`src/rtl/tlc_pkg.sv`:
```
// Shared encodings for the intersection phase scheduler.
package tlc_pkg;

  localparam int unsigned N_APP  = 4;
  localparam int unsigned LAMP_W = 3;
  localparam int unsigned OWN_W  = 2;

  localparam logic [LAMP_W-1:0] LIGHT_GREEN  = 3'b100;
  localparam logic [LAMP_W-1:0] LIGHT_YELLOW = 3'b010;
  localparam logic [LAMP_W-1:0] LIGHT_RED    = 3'b001;

  typedef enum logic [1:0] {
    PH_GREEN   = 2'd0,
    PH_YELLOW  = 2'd1,
    PH_ALL_RED = 2'd2
  } phase_e;

endpackage

```
`src/rtl/rr_next_owner.sv`:
```
// Round-robin pick of the next green owner; approach 0 is always eligible.
module rr_next_owner
  import tlc_pkg::*;
(
  input  logic [OWN_W-1:0] owner,
  input  logic [N_APP-1:0] req,
  output logic [OWN_W-1:0] next
);

  logic [OWN_W-1:0] idx;
  logic             found;

  // Scan owner+1 .. owner+4 (wrapping) and take the first eligible approach.
  always_comb begin
    next  = owner;
    found = 1'b0;
    idx   = owner;
    for (int unsigned k = 1; k <= N_APP; k++) begin
      idx = owner + OWN_W'(k);
      if (!found && (req[idx] || (idx == '0))) begin
        next  = idx;
        found = 1'b1;
      end
    end
  end

endmodule

```
`src/rtl/intersection_phase_scheduler.sv`:
```
// Four-approach green-phase scheduler: GREEN -> YELLOW -> ALL_RED, round-robin owner.
module intersection_phase_scheduler
  import tlc_pkg::*;
#(
  parameter int unsigned MIN_GREEN = 20,
  parameter int unsigned MAX_GREEN = 60,
  parameter int unsigned YELLOW    = 10,
  parameter int unsigned ALL_RED   = 2,
  parameter int unsigned CNT_W     = 8
) (
  input  logic                      clk,
  input  logic                      rst_n,
  input  logic [N_APP-1:0]          req,
  output logic [N_APP*LAMP_W-1:0]   lights,
  output logic [N_APP-1:0]          grant,
  output logic [1:0]                phase
);

  localparam logic [CNT_W-1:0] GREEN_MIN_LAST = CNT_W'(MIN_GREEN - 1);
  localparam logic [CNT_W-1:0] GREEN_MAX_LAST = CNT_W'(MAX_GREEN - 1);
  localparam logic [CNT_W-1:0] YELLOW_LAST    = CNT_W'(YELLOW - 1);
  localparam logic [CNT_W-1:0] ALL_RED_LAST   = CNT_W'(ALL_RED - 1);
  localparam logic [CNT_W-1:0] CNT_ONE        = CNT_W'(1);

  localparam logic [N_APP*LAMP_W-1:0] LIGHTS_RST = 12'b001_001_001_100;
  localparam logic [N_APP-1:0]        GRANT_RST  = 4'b0001;

  phase_e                    phase_q, phase_d;
  logic [OWN_W-1:0]          owner_q, owner_d;
  logic [CNT_W-1:0]          cnt_q, cnt_d;
  logic [N_APP*LAMP_W-1:0]   lights_q, lights_d;
  logic [N_APP-1:0]          grant_q, grant_d;

  logic [OWN_W-1:0]          next_owner;
  logic                      others_wait;
  logic                      exit_green;

  rr_next_owner u_rr (
    .owner (owner_q),
    .req   (req),
    .next  (next_owner)
  );

  // Green may end on the max-green limit (if anyone else waits) or early once a side road empties.
  always_comb begin
    others_wait = (owner_q != '0) || (req[3:1] != 3'b000);
    exit_green  = ((cnt_q == GREEN_MAX_LAST) && others_wait) ||
                  ((owner_q != '0) && !req[owner_q] && (cnt_q >= GREEN_MIN_LAST));
  end

  // Phase sequencing, phase counter and owner hand-over on the last all-red cycle.
  always_comb begin
    phase_d = phase_q;
    owner_d = owner_q;
    cnt_d   = cnt_q;
    unique case (phase_q)
      PH_GREEN: begin
        if (exit_green) begin
          phase_d = PH_YELLOW;
          cnt_d   = '0;
        end else if (cnt_q != GREEN_MAX_LAST) begin
          cnt_d = cnt_q + CNT_ONE;
        end
      end
      PH_YELLOW: begin
        if (cnt_q == YELLOW_LAST) begin
          phase_d = PH_ALL_RED;
          cnt_d   = '0;
        end else begin
          cnt_d = cnt_q + CNT_ONE;
        end
      end
      PH_ALL_RED: begin
        if (cnt_q == ALL_RED_LAST) begin
          phase_d = PH_GREEN;
          owner_d = next_owner;
          cnt_d   = '0;
        end else begin
          cnt_d = cnt_q + CNT_ONE;
        end
      end
      default: begin
        phase_d = PH_GREEN;
        owner_d = '0;
        cnt_d   = '0;
      end
    endcase
  end

  // Lamp and grant decode of the upcoming state so the outputs come straight from flops.
  always_comb begin
    lights_d = '0;
    for (int unsigned i = 0; i < N_APP; i++) begin
      lights_d[LAMP_W*i +: LAMP_W] = LIGHT_RED;
      if (owner_d == OWN_W'(i)) begin
        if (phase_d == PH_GREEN)  lights_d[LAMP_W*i +: LAMP_W] = LIGHT_GREEN;
        if (phase_d == PH_YELLOW) lights_d[LAMP_W*i +: LAMP_W] = LIGHT_YELLOW;
      end
    end
    grant_d = (phase_d == PH_ALL_RED) ? '0 : (N_APP'(1) << owner_d);
  end

  // State and output registers with immediate asynchronous return to main-road green.
  always_ff @(posedge clk or negedge rst_n) begin
    if (!rst_n) begin
      phase_q  <= PH_GREEN;
      owner_q  <= '0;
      cnt_q    <= '0;
      lights_q <= LIGHTS_RST;
      grant_q  <= GRANT_RST;
    end else begin
      phase_q  <= phase_d;
      owner_q  <= owner_d;
      cnt_q    <= cnt_d;
      lights_q <= lights_d;
      grant_q  <= grant_d;
    end
  end

  assign lights = lights_q;
  assign grant  = grant_q;
  assign phase  = phase_q;

endmodule

```
`config.mk`:
```
export PLATFORM = sky130hd
export DESIGN_NAME = intersection_phase_scheduler
export DESIGN_NICKNAME = d
export VERILOG_FILES = /design/src/rtl/tlc_pkg.sv /design/src/rtl/rr_next_owner.sv /design/src/rtl/intersection_phase_scheduler.sv
export SDC_FILE = /design/constraint.sdc
export NUM_CORES = 1
export LEC_CHECK = 0
export ABC_AREA = 1
export ABC_CLOCK_PERIOD_IN_PS = 6700
export CORE_UTILIZATION = 60
export DETAILED_ROUTE_END_ITERATION = 8
export DONT_BUFFER_PORTS = 1
export MAX_ROUTING_LAYER = met4
export PLACE_DENSITY = 0.78
export RECOVER_POWER = 50
export SYNTH_ARGS = -nofsm -noshare
export SYNTH_HDL_FRONTEND = slang
export SYNTH_SLANG_ARGS = --single-unit
export TNS_END_PERCENT = 20
```
`constraint.sdc`:
```
create_clock -name clk -period 6.7 [get_ports clk]
set_clock_uncertainty 0.2 [all_clocks]
set_input_delay 1.34 -clock clk [delete_from_list [all_inputs] [get_ports clk]]
set_output_delay 1.34 -clock clk [all_outputs]
set_load 0.05 [all_outputs]
```
# Word level (Yosys, flattened, before mapping)
# Cells that the tools add are included.
op_classes:
  add_sub_neg: 4
  magnitude_cmp: 5
  eq_ne: 12
  shift: 1
  mux: 33
  n_reduce_logical: 26
ops:
  columns: ["operator", "n"]
  rows:
  - ["two-way mux 8 bit", 4]
  - ["one-hot mux 8 bit (3 select lines)", 1]
  - ["two-way mux 3 bit", 6]
  - ["two-way mux 2 bit", 8]
  - ["logical NOT 2 bit", 7]
  - ["< comparator 2 x 3 -> 1 bit (second input constant)", 4]
  - ["adder 8 x 1 -> 8 bit (second input constant)", 1]
  - ["binary-select mux 1 bit (select 2 bit)", 4]
  - ["equality test 2 bit (second input constant)", 4]
  - ["equality test 8 x 1 -> 1 bit (second input constant)", 1]
  - ["equality test 8 x 4 -> 1 bit (second input constant)", 1]
  - ["equality test 8 x 6 -> 1 bit (second input constant)", 1]
  - [">= comparator 8 x 5 -> 1 bit (second input constant)", 1]
  - ["!= test 8 x 6 -> 1 bit (second input constant)", 1]
  - ["two-way mux 1 bit", 7]
  - ["equality test 2 x 1 -> 1 bit (second input constant)", 3]
  - ["logical AND 1 bit", 6]
  - ["logical OR 1 bit", 6]
  - ["one-hot mux 2 bit (3 select lines)", 1]
  - ["adder 2 bit (second input constant)", 2]
  - ["logical NOT 1 bit", 4]
  - ["two-way mux 4 bit", 1]
  - ["one-hot mux 2 bit (2 select lines)", 1]
  - ["<< shifter 1 x 2 -> 4 bit (first input constant)", 1]
  - ["5 further kinds", 5]
word_totals:
  ff_bits: 28
  elab_cells: 86

# Logic depth before layout (Yosys ltp)
depth:
  word_depth: 18
  mapped_depth: 16
  ltp_nobuf: 15

# Cells and area by module
# From an unflattened synthesis, not the netlist that was laid out.
unflattened:
  cells_unflattened: 209
  area_unflattened_um2: 1737.9
by_module_without_submodules:
  columns: ["mod", "n_inst", "cells_per_inst", "area_each_um2", "seq_area_each_um2"]
  rows:
  - ["intersection_phase_scheduler", 1, 165, 1488.9, 706.9]
  - ["rr_next_owner", 1, 44, 249.0, 0.0]

# Least setup slack after synthesis
# No wires, ideal clock.
synth_path:
  kind: "input -> register"
  from: "input req[3]"
  to: "register lights_q[7] (netlist: lights[7])"
  setup_time_ns: 0.126
  arrival_time_ns: 2.353
  t_required_ns: 6.374
  setup_slack_ns: 4.021
  stages: 14
  path_buffers: 0
  cell_sequence: "inv_1 -> nand2_1 -> nand3_1 -> inv_1 -> nor2_1 -> nand3_2 -> nor2_1 -> nor2_1 -> nand2_1 -> nand2_2 -> nand2_4 -> nand2_4 -> nand2_2 -> nor2_1"
synth_via:
  elab_chain_cells: 17
  word_cells_on_any_way: 40
  cone_classes: "2 x eq/ne; 21 x mux; 17 x reduce/logical"
synth_lines:
  columns: ["element", "line", "source"]
  rows:
  - ["start, declared", "intersection_phase_scheduler.sv:13", "input logic [N_APP-1:0] req,"]
  - ["binary-select mux 1 bit (select 2 bit)", "rr_next_owner.sv:20", "if (!found && (req[idx] || (idx == '0))) begin"]
  - ["two-way mux 1 bit (implied by the code)", "rr_next_owner.sv:20", null]
  - ["logical OR 1 bit", "rr_next_owner.sv:20", null]
  - ["two-way mux 1 bit", "rr_next_owner.sv:20", null]
  - ["logical NOT 1 bit", "rr_next_owner.sv:20", null]
  - ["logical AND 1 bit", "rr_next_owner.sv:20", null]
  - ["two-way mux 1 bit", "rr_next_owner.sv:20", null]
  - ["logical NOT 1 bit", "rr_next_owner.sv:20", null]
  - ["[3 not listed]", null, null]
  - ["logical AND 1 bit", "rr_next_owner.sv:20", null]
  - ["two-way mux 2 bit *", "rr_next_owner.sv:20", null]
  - ["two-way mux 2 bit *", "intersection_phase_scheduler.sv:74", "if (cnt_q == ALL_RED_LAST) begin"]
  - ["one-hot mux 2 bit (2 select lines) *", "intersection_phase_scheduler.sv:56", "unique case (phase_q)"]
  - ["via owner_d[1]", "intersection_phase_scheduler.sv:29", "logic [OWN_W-1:0] owner_q, owner_d;"]
  - ["equality test 2 bit *", "intersection_phase_scheduler.sv:95", "if (owner_d == OWN_W'(i)) begin"]
  - ["two-way mux 3 bit *", "intersection_phase_scheduler.sv:95", null]
  - ["via lights_d[7]", "intersection_phase_scheduler.sv:31", "logic [N_APP*LAMP_W-1:0] lights_q, lights_d;"]
  - ["end signal, assigned", "intersection_phase_scheduler.sv:115", "lights_q <= lights_d;"]
  - ["end, declared", "intersection_phase_scheduler.sv:31", null]
# Mark *: on every way through the listed nets, which the timed path passes. The rest lies on a longest branch. The select of a mux whose other input is x is not followed.
# A chain may end at the register's enable or synchronous reset.

# Worst setup path in the final report
layout_path:
  from: "register owner_q[0]"
  to: "register lights_q[7] (netlist: lights[7])"
layout_via:
  elab_chain_cells: 18
  word_cells_on_any_way: 47
  cone_classes: "3 x add/sub; 2 x eq/ne; 21 x mux; 21 x reduce/logical"
layout_lines:
  columns: ["element", "line", "source"]
  rows:
  - ["start, declared", "intersection_phase_scheduler.sv:29", null]
  - ["start signal, assigned", "intersection_phase_scheduler.sv:113", "owner_q <= owner_d;"]
  - ["adder 2 x 1 -> 2 bit", "rr_next_owner.sv:19", "idx = owner + OWN_W'(k);"]
  - ["binary-select mux 1 bit (select 2 bit)", "rr_next_owner.sv:20", null]
  - ["two-way mux 1 bit (implied by the code)", "rr_next_owner.sv:20", null]
  - ["logical OR 1 bit", "rr_next_owner.sv:20", null]
  - ["two-way mux 1 bit", "rr_next_owner.sv:20", null]
  - ["logical NOT 1 bit", "rr_next_owner.sv:20", null]
  - ["logical AND 1 bit", "rr_next_owner.sv:20", null]
  - ["two-way mux 1 bit", "rr_next_owner.sv:20", null]
  - ["[4 not listed]", null, null]
  - ["logical AND 1 bit", "rr_next_owner.sv:20", null]
  - ["two-way mux 2 bit *", "rr_next_owner.sv:20", null]
  - ["two-way mux 2 bit *", "intersection_phase_scheduler.sv:74", null]
  - ["one-hot mux 2 bit (2 select lines) *", "intersection_phase_scheduler.sv:56", null]
  - ["via owner_d[1]", "intersection_phase_scheduler.sv:29", null]
  - ["equality test 2 bit *", "intersection_phase_scheduler.sv:95", null]
  - ["two-way mux 3 bit *", "intersection_phase_scheduler.sv:95", null]
  - ["via lights_d[7]", "intersection_phase_scheduler.sv:31", null]
# Marks and branches as above.

==> results.md <==
- # DRC: 0
- Number of port buffers: 0
- Fill cells: 216
- Crit-path cells: inv_8 > ha_1 > inv_2 > nand3_2 > nand3b_2 > nor2_1 > nand2_2 > nand2_2 > nor2_1 > nand2_1 > nand2_2 > nand2_4 > nand2_4 > nand2_2 > nor2_1
- Fin util: 68.2%
- Clk pwr share: 11.2%
- Initial antenna violation count: 0
- CTS root buffer: clkbuf_4
- Synth unique cells: 29
- Synthesis Warnings: 0
- FF-to-FF path depth: 15
- Initial Utilization: 65.5%
- Worst reg2reg path endpoint: lights[7]
- DP Wirelength: 2.43 mm
- Setup crit end kind: flop
- Fin. max-slew vios: 0
- CP delay by family, top: simple AND/OR/NAND/NOR gates
- Power Dens Cells: 554 nW/um^2
- Post-Route WL: 3.18 mm
- Leading area contributor after synthesis: dfrtp_1
- R2r setup slk: 4.05 ns
- Via Count: 1297
- H-tree depth: 1
- Critical path launch point type: flop
- Worst-path clk slew: 0.15 ns
- GR Util All Layers: 24.6%
- First-pass GRT wire length: 5.09 mm
- Routed len/inst: 13.4 um
- Max-Cap Viols: 0
- Leakage Power: 0.903 nW
- CTS tree: yes
- Sequential share of power: 43.7%
- Detailed Routing Iterations Pass 1: 6
- Switching Share: 54.3%
- Fin crit period: 2.65 ns
- Fin nets: 221
- Area Growth Syn to Fin: 4.09%
- Worst-path maximum fanout: 11
- Share of layout cells above drive strength 1: 22.6%
- Worst vdd ir: 0.390 mV
- Worst EP required: 6.71 ns
- Post-synthesis cell area: 1680 sq um
- Synth top area cells: dfrtp_1 (34%), nand2_1 (8.7%), dfstp_2 (7.8%)
- Chip height: 55.0 um
- Final Hold Viols: 0
- Final hold slack: 0.362 ns
- GP Congestion: 0.818
- WS Path Type: reg -> reg
- Gate power share: 45.1%
- Vias per cell: 5.45
- Buf/Inv on CP: 2
- Top cell type's share of synthesized area: 34.2%
- Cells after Synth: 205
- Internal power: 0.000443 W
- #FFs+latches synth: 28
- Post-Route Setup TNS: 0 ns
- Post-CTS Hold Fix Bufs: 0
- Antenna diodes: 0
- Worst setup path end: lights[7]
- R2r startpoint: owner_q[0]
- Avg Inst Size Synth: 8.21 sq um
- Fmax: 377 MHz
- Worst path depth: 15
- CTS max path bufs: 2
- RSZ-0062 raised after global routing: false
- Syn nets: 217
- Tightest Hold Check Type: reg -> reg
- CP max stage delay: 0.69 ns
- Rel. slew slack: 58.3%
- PostCTS Resize Cnt: 0
- Final Cycle Share: 39.6%
- Gr ovfl total: 0
- Num CTS Buffers: 3
- Core Region: 2570 sq um
- Drt first-iter violations: 25
- Slowest-stage cell, CP: dfrtp_1
- Clk sinks: 28
- Antenna-violating nets left: 0
- Die ar.: 3020 sq um
- FP Rows: 18
- Final std cells w/o fill: 238
- Number of top-level pins: 24
- Placed cell area: 1710 sq um
- Final setup fails: 0
- Placed cell count: 234
- Vias in the first global route: 1208
- Sw Pwr: 0.000527 W
- Die W: 55.0 um
- CP startpoint: owner_q[0]
- Most used cell, CP: nand2_2
- Setup bufs post-CTS: 0
- Largest net degree at the start of global routing: 29
- Status: complete, no violations
- Worst Path Arrival: 2.66 ns
- Clock latency on the worst-skew pair: 0.32 ns
- Worst slew pin tran: 0.625 ns
- Sequential area share after synthesis: 42.0%
- Final Cell Area: 1750 sq um
[cells in the mapped netlist (all sizes together)]
cell type  instances
inv               35
a21oi              7
dfrtp             23
nand3b             1
buf                1
nand4              5
nor3               7
xor2               1
dfstp              5
nand2             52
o21ai              5
nor2              29
or2                1
and3               2
ha                 6
o41ai              1
nand3             24
[per-layer routing]
layer | vias to the layer above | part of all wire (%) | GRT usage, %
met5 | - | 0 | -
met3 | 0 | 3.8 | 4.37
met4 | 0 | 0 | 4.58
met1 | 614 | 43 | 28.1
li1 | 649 | - | -
met2 | 34 | 53 | 45.0
[how the worst min path moves through the flow]
stage | end | start | cells after the start | slack, ns
after floorplan | cnt_q[1] | cnt_q[1] | 2 | 0.30
after global placement | cnt_q[1] | cnt_q[1] | 2 | 0.32
after detailed placement | cnt_q[0] | cnt_q[0] | 1 | 0.35
after CTS | cnt_q[0] | cnt_q[0] | 1 | 0.37
after global routing | cnt_q[0] | cnt_q[0] | 1 | 0.39
final | cnt_q[0] | cnt_q[0] | 1 | 0.36
[through the flow]
step | total power, W | setup WS, ns
finish | 0.000971 | 4.05
floorplan | 0.000791 | 4.02
global placement | 0.000848 | 3.88
global route | 0.00104 | 3.90
CTS | 0.000977 | 4.06
detailed placement | 0.000867 | 3.80
[sequential cells by signal, indices dropped and copies added, names as in the netlist]
signal   cells
lights      12
phase        2
cnt_q        8
grant        4
owner_q      2
[kinds of logic after synthesis]
logic type / synth area share [%]
buffers and inverters: 8.92
AO/OA/AOI/OAI: 4.54
adder cells (fa/ha/maj): 4.46
flip-flops: 42.0
XOR/XNOR: 0.521
AND/OR/NAND/NOR: 39.6
[power groups by stage]
| stage | logic [W] | clock network [W] | registers, W |
|---|---|---|---|
| 3_3_place_gp | 0.000420 | 0 | 0.000428 |
| 6_report | 0.000438 | 0.000108 | 0.000424 |
| 4_1_cts | 0.000441 | 0.000111 | 0.000425 |
| 5_1_grt | 0.000492 | 0.000117 | 0.000434 |
| 2_1_floorplan | 0.000384 | 0 | 0.000407 |
| 3_5_place_dp | 0.000439 | 0 | 0.000428 |
[cell usage in the layout, fill, tap and decap left out, types with 3 or more instances in the layout]
| cell type | count |
|---|---|
| inv_1 | 28 |
| ha_1 | 6 |
| inv_2 | 6 |
| nand2_1 | 39 |
| dfrtp_1 | 23 |
| clkbuf_4 | 3 |
| nand3_2 | 11 |
| o21ai_0 | 3 |
| nand4_1 | 5 |
| nand2_4 | 3 |
| nand3_1 | 11 |
| a21oi_1 | 7 |
| nor3_1 | 6 |
| nand2_2 | 10 |
| dfstp_2 | 5 |
| nor2_1 | 27 |
[cell type report]
class / instances / area [sq um] / area share [%]
clock inverter: 1 / 30.0 / 1.71
inverter: 35 / 139 / 7.93
tap: 30 / 37.5 / 2.14
clock buffer: 3 / 22.5 / 1.29
multi-input combinational: 141 / 816 / 46.6
sequential: 28 / 707 / 40.4
(Power assumes the default switching activity.)
